<file path="src/rtl/maze_tile_renderer_if.sv">
// Pixel-stream and pellet-eat signals between the VGA timing side, the
// movement logic and the maze tile renderer.
interface maze_tile_renderer_if;
  logic [9:0]  p_row;
  logic [9:0]  p_col;
  logic [11:0] color_data;
  logic        fill;
  logic        eat_req;
  logic [5:0]  eat_row;
  logic [5:0]  eat_col;
  logic        eat_ack;
  logic        eat_hit;

  modport master (
    output p_row, p_col, eat_req, eat_row, eat_col,
    input  color_data, fill, eat_ack, eat_hit
  );

  modport slave (
    input  p_row, p_col, eat_req, eat_row, eat_col,
    output color_data, fill, eat_ack, eat_hit
  );
endinterface

</file>
<file path="src/rtl/maze_tile_renderer.sv">
// Writable ROWS x COLS maze tile map with a 2-cycle pixel render pipeline and
// pellet-eat tracking. Define POWER_PELLET_EN to load and draw power pellets.
module maze_tile_renderer #(
  parameter int          ROWS         = 8,
  parameter int          COLS         = 8,
  parameter int          TILE_PX      = 32,
  parameter int          ORIGIN_X     = 192,
  parameter int          ORIGIN_Y     = 112,
  parameter logic [11:0] WALL_COLOR   = 12'h00F,
  parameter logic [11:0] PATH_COLOR   = 12'h000,
  parameter logic [11:0] PELLET_COLOR = 12'hFFF,
  parameter logic [11:0] POWER_COLOR  = 12'hFF0
) (
  input  logic                 clk,
  input  logic                 reset,
  input  logic                 init_start,
  maze_tile_renderer_if.slave  bus,
  output logic [11:0]          pellet_count,
  output logic                 level_clear,
  output logic                 busy
);

  localparam int CELLS  = ROWS * COLS;
  localparam int ADDR_W = $clog2(CELLS);
  localparam int TSH    = $clog2(TILE_PX);

  localparam logic [0:0] ST_INIT = 1'b0;
  localparam logic [0:0] ST_RUN  = 1'b1;

  localparam logic [1:0] T_WALL   = 2'd0;
  localparam logic [1:0] T_PATH   = 2'd1;
  localparam logic [1:0] T_PELLET = 2'd2;

  localparam logic [15:0] X_LO = 16'(ORIGIN_X);
  localparam logic [15:0] X_HI = 16'(ORIGIN_X + COLS * TILE_PX);
  localparam logic [15:0] Y_LO = 16'(ORIGIN_Y);
  localparam logic [15:0] Y_HI = 16'(ORIGIN_Y + ROWS * TILE_PX);

  localparam logic [TSH-1:0] PEL_LO = TSH'(3 * TILE_PX / 8);
  localparam logic [TSH-1:0] PEL_HI = TSH'(5 * TILE_PX / 8);
`ifdef POWER_PELLET_EN
  localparam logic [1:0]     T_POWER = 2'd3;
  localparam logic [TSH-1:0] PWR_LO  = TSH'(TILE_PX / 4);
  localparam logic [TSH-1:0] PWR_HI  = TSH'(3 * TILE_PX / 4);
`endif

  localparam logic [6:0] ROWS7    = 7'(ROWS);
  localparam logic [6:0] COLS7    = 7'(COLS);
  localparam logic [5:0] LAST_ROW = 6'(ROWS - 1);
  localparam logic [5:0] LAST_COL = 6'(COLS - 1);

  function automatic logic [ADDR_W-1:0] tile_addr(input logic [5:0] r, input logic [5:0] c);
    return ADDR_W'(int'(r) * COLS + int'(c));
  endfunction

  function automatic logic [1:0] default_code(input logic [5:0] r, input logic [5:0] c);
    int ri;
    int ci;
    ri = int'(r);
    ci = int'(c);
    if (ri == 0 || ri == ROWS - 1 || ci == 0 || ci == COLS - 1) return T_WALL;
`ifdef POWER_PELLET_EN
    if ((ri == 1 || ri == ROWS - 2) && (ci == 1 || ci == COLS - 2)) return T_POWER;
`endif
    return T_PELLET;
  endfunction

  function automatic logic in_win(input logic [TSH-1:0] off, input logic [TSH-1:0] lo,
                                  input logic [TSH-1:0] hi);
    return (off >= lo) && (off < hi);
  endfunction

  logic [1:0] mem [CELLS];

  logic [0:0]        state_reg, state_next;
  logic [5:0]        init_row_reg, init_row_next;
  logic [5:0]        init_col_reg, init_col_next;
  logic [11:0]       count_reg, count_next;
  logic              level_reg, level_next;
  logic              eat_ack_reg, eat_hit_reg;
  logic              wr_en;
  logic [ADDR_W-1:0] wr_addr;
  logic [1:0]        wr_data;

  // Eat/init port: combinational read so the rewrite lands at the same edge
  // that registers the ack; a following request then sees the new code.
  logic              eat_in_range, eat_hit_now;
  logic [ADDR_W-1:0] eat_addr;
  logic [1:0]        eat_code, init_code;

  assign eat_in_range = ({1'b0, bus.eat_row} < ROWS7) && ({1'b0, bus.eat_col} < COLS7);
  assign eat_addr     = eat_in_range ? tile_addr(bus.eat_row, bus.eat_col) : '0;
  assign eat_code     = mem[eat_addr];
  assign eat_hit_now  = (state_reg == ST_RUN) && !init_start && bus.eat_req &&
                        eat_in_range && eat_code[1];
  assign init_code    = default_code(init_row_reg, init_col_reg);

  always_comb begin
    state_next    = state_reg;
    init_row_next = init_row_reg;
    init_col_next = init_col_reg;
    count_next    = count_reg;
    wr_en         = 1'b0;
    wr_addr       = tile_addr(init_row_reg, init_col_reg);
    wr_data       = init_code;
    if (init_start) begin
      state_next    = ST_INIT;
      init_row_next = '0;
      init_col_next = '0;
      count_next    = '0;
    end else if (state_reg == ST_INIT) begin
      wr_en = 1'b1;
      if (init_code[1]) count_next = count_reg + 12'd1;
      if (init_col_reg == LAST_COL) begin
        init_col_next = '0;
        if (init_row_reg == LAST_ROW) begin
          init_row_next = '0;
          state_next    = ST_RUN;
        end else begin
          init_row_next = init_row_reg + 6'd1;
        end
      end else begin
        init_col_next = init_col_reg + 6'd1;
      end
    end else if (eat_hit_now) begin
      wr_en   = 1'b1;
      wr_addr = eat_addr;
      wr_data = T_PATH;
      if (count_reg != 12'd0) count_next = count_reg - 12'd1;
    end
    level_next = (state_next == ST_RUN) && (count_next == 12'd0);
  end

  always_ff @(posedge clk or posedge reset) begin
    if (reset) begin
      state_reg    <= ST_INIT;
      init_row_reg <= '0;
      init_col_reg <= '0;
      count_reg    <= '0;
      level_reg    <= 1'b0;
      eat_ack_reg  <= 1'b0;
      eat_hit_reg  <= 1'b0;
    end else begin
      state_reg    <= state_next;
      init_row_reg <= init_row_next;
      init_col_reg <= init_col_next;
      count_reg    <= count_next;
      level_reg    <= level_next;
      eat_ack_reg  <= bus.eat_req;
      eat_hit_reg  <= eat_hit_now;
    end
  end

  // Render stage 1: region test, tile address and in-tile offsets.
  logic [15:0]       px_row, px_col, dy, dx;
  logic              in_region;
  logic [ADDR_W-1:0] pix_addr;
  logic              in_reg;
  logic [TSH-1:0]    orow_reg, ocol_reg;
  logic [1:0]        tile_q;

  assign px_row    = {6'd0, bus.p_row};
  assign px_col    = {6'd0, bus.p_col};
  assign dy        = px_row - Y_LO;
  assign dx        = px_col - X_LO;
  assign in_region = (px_row >= Y_LO) && (px_row < Y_HI) && (px_col >= X_LO) && (px_col < X_HI);
  assign pix_addr  = in_region ? tile_addr(6'(dy >> TSH), 6'(dx >> TSH)) : '0;

  always_ff @(posedge clk) begin
    if (wr_en) mem[wr_addr] <= wr_data;
    tile_q <= mem[pix_addr];
  end

  always_ff @(posedge clk or posedge reset) begin
    if (reset) begin
      in_reg   <= 1'b0;
      orow_reg <= '0;
      ocol_reg <= '0;
    end else begin
      in_reg   <= in_region;
      orow_reg <= dy[TSH-1:0];
      ocol_reg <= dx[TSH-1:0];
    end
  end

  // Render stage 2: tile code to colour.
  logic [11:0] tile_color;
  logic [11:0] color_reg;
  logic        fill_reg;

  always_comb begin
    tile_color = PATH_COLOR;
    case (tile_q)
      T_WALL:   tile_color = WALL_COLOR;
      T_PELLET: if (in_win(orow_reg, PEL_LO, PEL_HI) && in_win(ocol_reg, PEL_LO, PEL_HI))
                  tile_color = PELLET_COLOR;
`ifdef POWER_PELLET_EN
      T_POWER:  if (in_win(orow_reg, PWR_LO, PWR_HI) && in_win(ocol_reg, PWR_LO, PWR_HI))
                  tile_color = POWER_COLOR;
`endif
      default:  tile_color = PATH_COLOR;
    endcase
  end

  always_ff @(posedge clk or posedge reset) begin
    if (reset) begin
      color_reg <= '0;
      fill_reg  <= 1'b0;
    end else if (state_reg == ST_RUN && in_reg) begin
      color_reg <= tile_color;
      fill_reg  <= 1'b1;
    end else begin
      color_reg <= '0;
      fill_reg  <= 1'b0;
    end
  end

  assign bus.color_data = color_reg;
  assign bus.fill       = fill_reg;
  assign bus.eat_ack    = eat_ack_reg;
  assign bus.eat_hit    = eat_hit_reg;
  assign pellet_count   = count_reg;
  assign level_clear    = level_reg;
  assign busy           = (state_reg == ST_INIT);

endmodule

</file>
<file path="src/flat_wrapper.sv">
// flat-port wrapper written by rule: the top's interface ports become plain ports
module maze_tile_renderer_flat 
#(
  parameter int          ROWS         = 8,
  parameter int          COLS         = 8,
  parameter int          TILE_PX      = 32,
  parameter int          ORIGIN_X     = 192,
  parameter int          ORIGIN_Y     = 112,
  parameter logic [11:0] WALL_COLOR   = 12'h00F,
  parameter logic [11:0] PATH_COLOR   = 12'h000,
  parameter logic [11:0] PELLET_COLOR = 12'hFFF,
  parameter logic [11:0] POWER_COLOR  = 12'hFF0
)
  (clk, reset, init_start, pellet_count, level_clear, busy, bus_p_row, bus_p_col, bus_eat_req, bus_eat_row, bus_eat_col, bus_color_data, bus_fill, bus_eat_ack, bus_eat_hit);
  maze_tile_renderer_if bus_i ();
  input  logic clk;
  input  logic reset;
  input  logic init_start;
  output logic [11:0] pellet_count;
  output logic level_clear;
  output logic busy;
  input wire logic [$bits(bus_i.p_row)-1:0] bus_p_row;
  input wire logic [$bits(bus_i.p_col)-1:0] bus_p_col;
  input wire logic [$bits(bus_i.eat_req)-1:0] bus_eat_req;
  input wire logic [$bits(bus_i.eat_row)-1:0] bus_eat_row;
  input wire logic [$bits(bus_i.eat_col)-1:0] bus_eat_col;
  output wire logic [$bits(bus_i.color_data)-1:0] bus_color_data;
  output wire logic [$bits(bus_i.fill)-1:0] bus_fill;
  output wire logic [$bits(bus_i.eat_ack)-1:0] bus_eat_ack;
  output wire logic [$bits(bus_i.eat_hit)-1:0] bus_eat_hit;
  assign bus_i.p_row = bus_p_row;
  assign bus_i.p_col = bus_p_col;
  assign bus_i.eat_req = bus_eat_req;
  assign bus_i.eat_row = bus_eat_row;
  assign bus_i.eat_col = bus_eat_col;
  assign bus_color_data = bus_i.color_data;
  assign bus_fill = bus_i.fill;
  assign bus_eat_ack = bus_i.eat_ack;
  assign bus_eat_hit = bus_i.eat_hit;
  maze_tile_renderer #(.ROWS(ROWS), .COLS(COLS), .TILE_PX(TILE_PX), .ORIGIN_X(ORIGIN_X), .ORIGIN_Y(ORIGIN_Y), .WALL_COLOR(WALL_COLOR), .PATH_COLOR(PATH_COLOR), .PELLET_COLOR(PELLET_COLOR), .POWER_COLOR(POWER_COLOR)) u_core (.clk(clk), .reset(reset), .init_start(init_start), .bus(bus_i), .pellet_count(pellet_count), .level_clear(level_clear), .busy(busy));
endmodule
</file>
<file path="config.mk">
export PLATFORM = sky130hd
export DESIGN_NAME = maze_tile_renderer_flat
export DESIGN_NICKNAME = d
export VERILOG_FILES = /design/src/rtl/maze_tile_renderer_if.sv /design/src/rtl/maze_tile_renderer.sv /design/src/flat_wrapper.sv
export SDC_FILE = /design/constraint.sdc
export NUM_CORES = 1
export LEC_CHECK = 0
export CAP_MARGIN = 20
export CORE_ASPECT_RATIO = 0.6
export CORE_MARGIN = 3
export CORE_UTILIZATION = 35
export DETAILED_ROUTE_END_ITERATION = 6
export GPL_ROUTABILITY_DRIVEN = 0
export GPL_TIMING_DRIVEN = 0
export PLACE_DENSITY_LB_ADDON = 0.12
export SLEW_MARGIN = 40
export SYNTH_ARGS = -nofsm -noshare
export SYNTH_HDL_FRONTEND = slang
export SYNTH_SLANG_ARGS = --single-unit
</file>
<file path="constraint.sdc">
create_clock -name clk -period 9.2 [get_ports clk]
set_input_delay 1.38 -clock clk [delete_from_list [all_inputs] [get_ports clk]]
set_output_delay 1.38 -clock clk [all_outputs]
set_load 0.02 [all_outputs]
</file>
==> results of run 1 <==
## metrics by stage
stage | setup TNS, ns | power (mW)
3_5_place_dp | 0 | 0.993
6_report | 0 | 1.74
3_3_place_gp | -252.39 | 0.993
4_1_cts | 0 | 1.75
5_1_grt | 0 | 1.80
2_1_floorplan | 0 | 0.928
## cell type report
type | count | area [sq um]
buffer | 47 | 243
clock buffer | 19 | 433
clock inverter | 12 | 175
fill | 2348 | 13900
inverter | 21 | 81.3
multi-input combinational | 541 | 3860
sequential | 168 | 4830
tap | 322 | 403
timing repair buffer | 63 | 693
## worst max-delay path by stage
stage	start	to	slack (ns)	cells after the start
after floorplan	bus_eat_col[3]	u_core.mem[0][1]$_DFFE_PP_	2.57	9
after global placement	bus_eat_col[3]	u_core.mem[25][1]$_DFFE_PP_	-3.46	10
after detailed placement	bus_eat_col[3]	u_core.mem[13][1]$_DFFE_PP_	2.79	14
after CTS	bus_eat_col[3]	u_core.mem[13][0]$_DFFE_PP_	3.26	14
after global routing	bus_eat_col[3]	u_core.mem[31][0]$_DFFE_PP_	2.96	13
final	bus_eat_col[3]	u_core.mem[15][0]$_DFFE_PP_	3.14	14
## worst max-delay path: cells and delay by family
family | cells | cell delay [ns]
simple gates | 6 | 2.16
buf+inv | 4 | 1.34
fa+ha+maj | 2 | 0.83
mux | 1 | 0.37
compound gates | 1 | 0.07
## power breakdown
part           switching (mW)  leakage [nW]  internal, mW
registers             0.00374          1.85         0.815
logic                   0.102          1.91        0.0608
clock network           0.310         0.291         0.453
## routing by layer
metal  vias up  track usage (%)  part of all wire, %
met2       336             24.5                   35
met5         -                0                    0
li1       3075                -                    -
met3        30             5.33                  9.9
met1      3415             36.7                   53
met4         0             5.35                  1.5
## layout by cell type (no fill, tap or decap), drive strengths merged, types with 20 or more instances in the layout
master           n
a21oi           21
dfrtp           38
clkbuf          42
nand3           38
nor3            20
nor2            92
o21ai           20
edfxtp         128
clkdlybuf4s50   58
nand2           75
mux2i           41
inv             21
nor2b           20
buf             29
mux4            21
## logic make-up after synthesis
family	Yosys count	share of synthesized area [%]
XOR/XNOR	22	2.31
multiplexers	78	11.9
flip-flops	168	53.9
AND/OR/NAND/NOR	310	16.9
buffers and inverters	68	3.50
adder cells (fa/ha/maj)	15	2.34
AO/OA/AOI/OAI	116	9.15
==> results by group, run 1 <==
Worst setup path
  – Critical setup path kind: primary input to flip-flop
  – RR Startpoint: u_core.state_reg$_DFF_PP0_
  – CP Max Fanout: 18
  – Worst path most repeated cell: clkbuf_1
  – Critical Path End Type: flip-flop
  – R2R depth: 11
  – Critical path arrival: 6.18 ns
  – R2R Path End: u_core.mem[15][0]$_DFFE_PP_
  – Critical path's largest stage delay: 0.61 ns
  – Slowest library cell on the worst path: fa_1
  – Required @ worst endpoint: 9.32 ns
  – FF-to-FF setup slack: 4.51 ns
  – Worst setup SP type: primary input
  – Critical path, cell by cell: clkdlybuf4s50_1, ha_1, fa_1, clkbuf_1, nand2b_1, a2111oi_0, nor4_2, nand2_1, nor2_4, buf_16, mux2_2, or3_1, clkbuf_1, nor2_1

Power and ir drop
  – P_leak: 4.05 nW
  – Maximum VDD drop: 0.108 mV
  – Pwr dens: 163 nW/um^2

Floorplanning
  – Site row count: 44
  – Io pins: 65
  – Core outline area: 24700 sq um
  – Die ar.: 27700 sq um
  – Starting density of the core: 36.4%
  – Die width: 213 um
  – Chip height: 130 um

Min path
  – Type of the tightest min-delay check: flip-flop to flip-flop
  – Worst hold path startpoint: u_core.tile_q[0]$_DFF_P_
  – Hold path depth: 1
  – WHS Endpoint: u_core.bus.color_data[3]$_DFF_PP0_

Drt
  – # DRC: 0
  – Iteration count of the initial detailed-routing pass: 5
  – Final WL: 28500 um
  – Iteration-0 DRC Markers: 857
  – Routed WL per cell: 23.9 um
  – Antenna Nets Post-Route: 0
  – Via count: 6856
  – Vias per inst: 5.75

Finish
  – Non-Filler Instances: 1193
  – Inserted Diodes: 0
  – Post-route design area: 10700 sq um
  – # nets final: 910
  – Max reg flops: 128
  – Reg with most FFs: u_core.mem
  – Fin util: 43.5%
  – Layout area overhead: 19.4%
  – Ratio of cells with drive above 1 in the final layout: 13.2%

Clock tree
  – Clock Sink Count: 168
  – Number of H-tree levels: 4
  – Worst-Skew Late Latency: 0.44 ns
  – Worst-path clk slew: 0.07 ns
  – Cts hold-fix bufs: 0
  – Clock Tree Root: clkbuf_16
  – CTS tree: built
  – CTS Buffer Depth: 2
  – CTS buffer count: 17
  – Postcts setup bufs: 0
  – Resized Gates After CTS: 0

Yosys
  – Synth area leaders: edfxtp_1 43%, dfrtp_1 11%, mux4_2 5.3%
  – Post-Syn Instances: 777
  – Commonest cells in the netlist: 128 x edfxtp_1, 92 x nor2_1, 75 x nand2_1
  – Mean Syn Cell Area: 11.6 sq um
  – Async SR Flop Fraction: 22.6%
  – Register bit total from synthesis: 168
  – Synth Cell Area: 8970 sq um
  – Area share of the largest cell type after synthesis: 42.8%
  – Sequential area share after synthesis: 53.9%
  – Cell variety after synth: 74
  – Area leader, netlist: edfxtp_1
  – Main synth FF type: edfxtp_1
  – Most common cell in the netlist: edfxtp_1
  – Yosys Warn Count: 0
  – Post-synth EDFFs: 128
  – Net Count, Synth: 828

STA
  – Crit share post-route: 65.8%
  – Skew final: 0.0119 ns
  – Unrepaired setup endpoints after global routing: false
  – Worst-margin pin slew: 0.934 ns
  – Max-slew headroom: 37.4%
  – Final worst slack: 3.14 ns
  – Slew Viols, Final: 0
  – Hold_ws: 0.407 ns
  – Final setup viols: 0
  – F_max: 0.165 GHz
  – Final worst path period need: 6.06 ns
  – Fin. Hold Viols: 0

Global routing
  – First-pass GRT wire length: 41800 um
  – Largest net degree at the start of global routing: 39
  – Vias in the first global route: 6254
  – Grt ovf: 0
  – Initial antenna violation count: 1
  – All-Layer GR Usage: 21.1%

Place
  – DP Cell Count: 1162
  – I/O Buffers: 58
  – Pre-CTS setup slack: 2.79 ns
  – Post-DP Area: 10100 sq um
  – Final HPWL DP: 21400 um

Outcome
  – Status: finished clean

Job
  – Maxcap violations: 0
(Power assumes the default switching activity.)
==> inputs of run 2 (changes only) <==
clock period = 5.8 ns   (was 9.2 ns; I/O delays follow)
==> run 2 against run 1 <==
Total power rose by 54%. Via count rose by 0.50%. Die area did not move. Sequential cell count did not move. Clock power rose by 49%. Cell count rose by 0.34%. Clock skew rose by 0.0069 ns. Critical path depth rose by 1. Register-to-register slack got worse by 3.1 ns. Combinational power rose by 55%. First-iteration DRC count rose by 3.3%. Largest cell class unchanged. Largest power group unchanged.
==> results by group, run 2 (same netlist as run 1, synthesis figures left out) <==
Finish
  – # nets final: 912 (+0.22%)
  – Ratio of cells with drive above 1 in the final layout: 13.7% (+0.53 points)
  – Reg with most FFs: u_core.mem
  – Max reg flops: 128 (unchanged)
  – Commonest non-fill, non-tap cell in the layout: edfxtp_1
  – Fin util: 43.3% (-0.14 points)
  – Most frequent cells in the layout: 128 x edfxtp_1, 90 x nor2_1, 75 x nand2_1
  – Layout area overhead: 19.1%

Clock tree
  – CTS buffer count: 17 (unchanged)
  – CTS Buffer Depth: 2 (unchanged)
  – Worst-Skew Late Latency: 0.45 ns (about the same)
  – CTS tree: built
  – Number of H-tree levels: 4 (unchanged)
  – Clock Sink Count: 168 (unchanged)
  – Cts hold-fix bufs: 0 (unchanged)
  – Worst-path clk slew: 0.07 ns (about the same)
  – Clock Tree Root: clkbuf_16

Drt
  – Final WL: 28300 um (-0.77%)
  – Iteration-0 DRC Markers: 885 (+3.3%)
  – Antenna Nets Post-Route: 0 (unchanged)
  – # DRC: 0 (unchanged)
  – Vias per inst: 5.76 (+0.16%)
  – Via count: 6890 (+0.50%)
  – Routed WL per cell: 23.7 um (-1.1%)
  – Iteration count of the initial detailed-routing pass: 5 (unchanged)

STA
  – Hold_ws: 0.419 ns (+0.0123 ns)
  – Crit share post-route: 91.7%
  – Fin. Hold Viols: 0 (unchanged)
  – Final worst slack: 0.484 ns (-2.66 ns)
  – Max-slew headroom: 43.8% (+6.4 points)
  – Unrepaired setup endpoints after global routing: false
  – Worst-margin pin slew: 0.843 ns (-0.0911 ns)
  – Fin Setup TNS: 0 ns (unchanged)
  – Skew final: 0.0188 ns (+0.00688 ns)
  – Slew Viols, Final: 0 (unchanged)
  – Final setup viols: 0 (unchanged)
  – Final worst path period need: 5.32 ns
  – F_max: 0.188 GHz

Min path
  – Type of the tightest min-delay check: flip-flop to flip-flop

Power and ir drop
  – Int Pwr: 2.04 mW (+54%)
  – Reg power frac: 48.3% (+1.4 points)
  – Clock network power share: 42.3% (-1.5 points)
  – Sw Pwr: 0.646 mW (+55%)
  – Sw Ratio: 24.0% (+0.20 points)
  – Maximum VDD drop: 0.188 mV (+74%)
  – Pwr dens: 251 nW/um^2 (+55%)
  – Pwr Total: 2.69 mW (+54%)
  – Combinational Power Share: 9.4% (about the same)
  – P_leak: 4.05 nW (about the same)

Floorplanning
  – Die ar.: 27700 sq um (unchanged)
  – Die width: 213 um (unchanged)
  – Core outline area: 24700 sq um (unchanged)
  – Site row count: 44 (unchanged)
  – Io pins: 65 (unchanged)
  – Chip height: 130 um (unchanged)
  – Starting density of the core: 36.4% (unchanged)

Global routing
  – Vias in the first global route: 6300 (+0.74%)
  – First-pass GRT wire length: 41600 um (-0.51%)
  – Grt ovf: 0 (unchanged)
  – Initial antenna violation count: 0 (-1)
  – Largest net degree at the start of global routing: 39 (unchanged)
  – All-Layer GR Usage: 21.1% (-0.079 points)

Worst setup path
  – Buf/Inv on CP: 5 (+1)
  – CP delay by family, top: simple AND/OR/NAND/NOR gates
  – Worst setup SP type: primary input
  – Critical setup path kind: primary input to flip-flop
  – Critical path, cell by cell: clkdlybuf4s50_1, ha_1, fa_1, clkbuf_1, nand2b_1, a2111oi_0, nor4_2, nand2_1, nor2_4, buf_16, buf_8, mux2_2, or3_1, clkbuf_1, nor2_1
  – Critical Path End Type: flip-flop
  – Required @ worst endpoint: 5.93 ns (-3.39 ns)
  – CP Max Fanout: 22 (+4)
  – Critical path's largest stage delay: 0.59 ns (-0.02 ns)
  – Slowest library cell on the worst path: fa_1
  – FF-to-FF setup slack: 1.37 ns (-3.14 ns)
  – Critical path arrival: 5.45 ns (-0.73 ns)
  – Worst path most repeated cell: clkbuf_1

Place
  – Pre-CTS setup slack: -0.192 ns (-2.99 ns)
  – I/O Buffers: 58 (unchanged)
  – Final HPWL DP: 21400 um (-0.22%)

Job
  – Maxcap violations: 0 (unchanged)

Outcome
  – Status: finished clean
[run 2: changes by cell type in the layout (fill, tap and decap cells not counted), sizes merged]
cell / delta
buf: +2
bufinv: -2
clkinv: +3
diode: +1
[run 2: cell type report]
| type | count | area (sq um) |
|---|---|---|
| fillers | 2369 | 14000 |
| flip-flops and latches | 168 | 4830 |
| multi-input cells | 541 | 3860 |
| repair buffers | 65 | 683 |
| clock buffers | 19 | 453 |
| well taps | 322 | 403 |
| plain buffers | 47 | 241 |
| clock inverters | 13 | 128 |
| inverters | 21 | 81.3 |
| diodes | 1 | 2.50 |
[run 2: path summary, 6_finish.rpt]
kind	endpoint	start	depth (start not counted)
max reg2reg	u_core.mem[15][0]$_DFFE_PP_	u_core.state_reg$_DFF_PP0_	12
min	u_core.bus.color_data[3]$_DFF_PP0_	u_core.tile_q[0]$_DFF_P_	1
min reg2reg	u_core.bus.color_data[3]$_DFF_PP0_	u_core.tile_q[0]$_DFF_P_	1
min in group asynchronous	u_core.init_row_reg[4]$_DFFE_PP0P_	reset	2
max in group asynchronous	u_core.orow_reg[4]$_DFF_PP0_	reset	2
max	u_core.mem[15][0]$_DFFE_PP_	bus_eat_col[3]	15
[run 2: repair_timing]
action / in CTS / in global routing
setup endpoints to repair: 0 / 24
endpoints found under the hold margin: 0 / 0
gates resized for setup: 0 / 0
setup buffers: 0 / 1
[run 2: power groups by stage]
| stage | clock [mW] | combinational, mW | sequential (mW) |
|---|---|---|---|
| final | 1.14 | 0.252 | 1.30 |
| after global routing | 1.21 | 0.271 | 1.30 |
| after CTS | 1.16 | 0.249 | 1.30 |
| after detailed placement | 0 | 0.248 | 1.32 |
| after global placement | 0 | 0.249 | 1.32 |
| after floorplan | 0 | 0.150 | 1.32 |
[run 2: metrics by stage]
| stage | cell area (sq um) | std cells |
|---|---|---|
| 3_3_place_gp | 9960 | 1157 |
| 5_1_grt | 10700 | 1196 |
| 2_1_floorplan | 8980 | 777 |
| 3_5_place_dp | 10100 | 1163 |
| 6_report | 10700 | 1197 |
| 4_1_cts | 10700 | 1195 |
[run 2: routing by layer]
layer,up-vias,wire (um),GRT usage [%]
li1,3083,-,-
met1,3415,14600,34.9
met2,373,10000,24.6
met3,19,3440,7.81
met4,0,268,4.96
met5,-,0,0
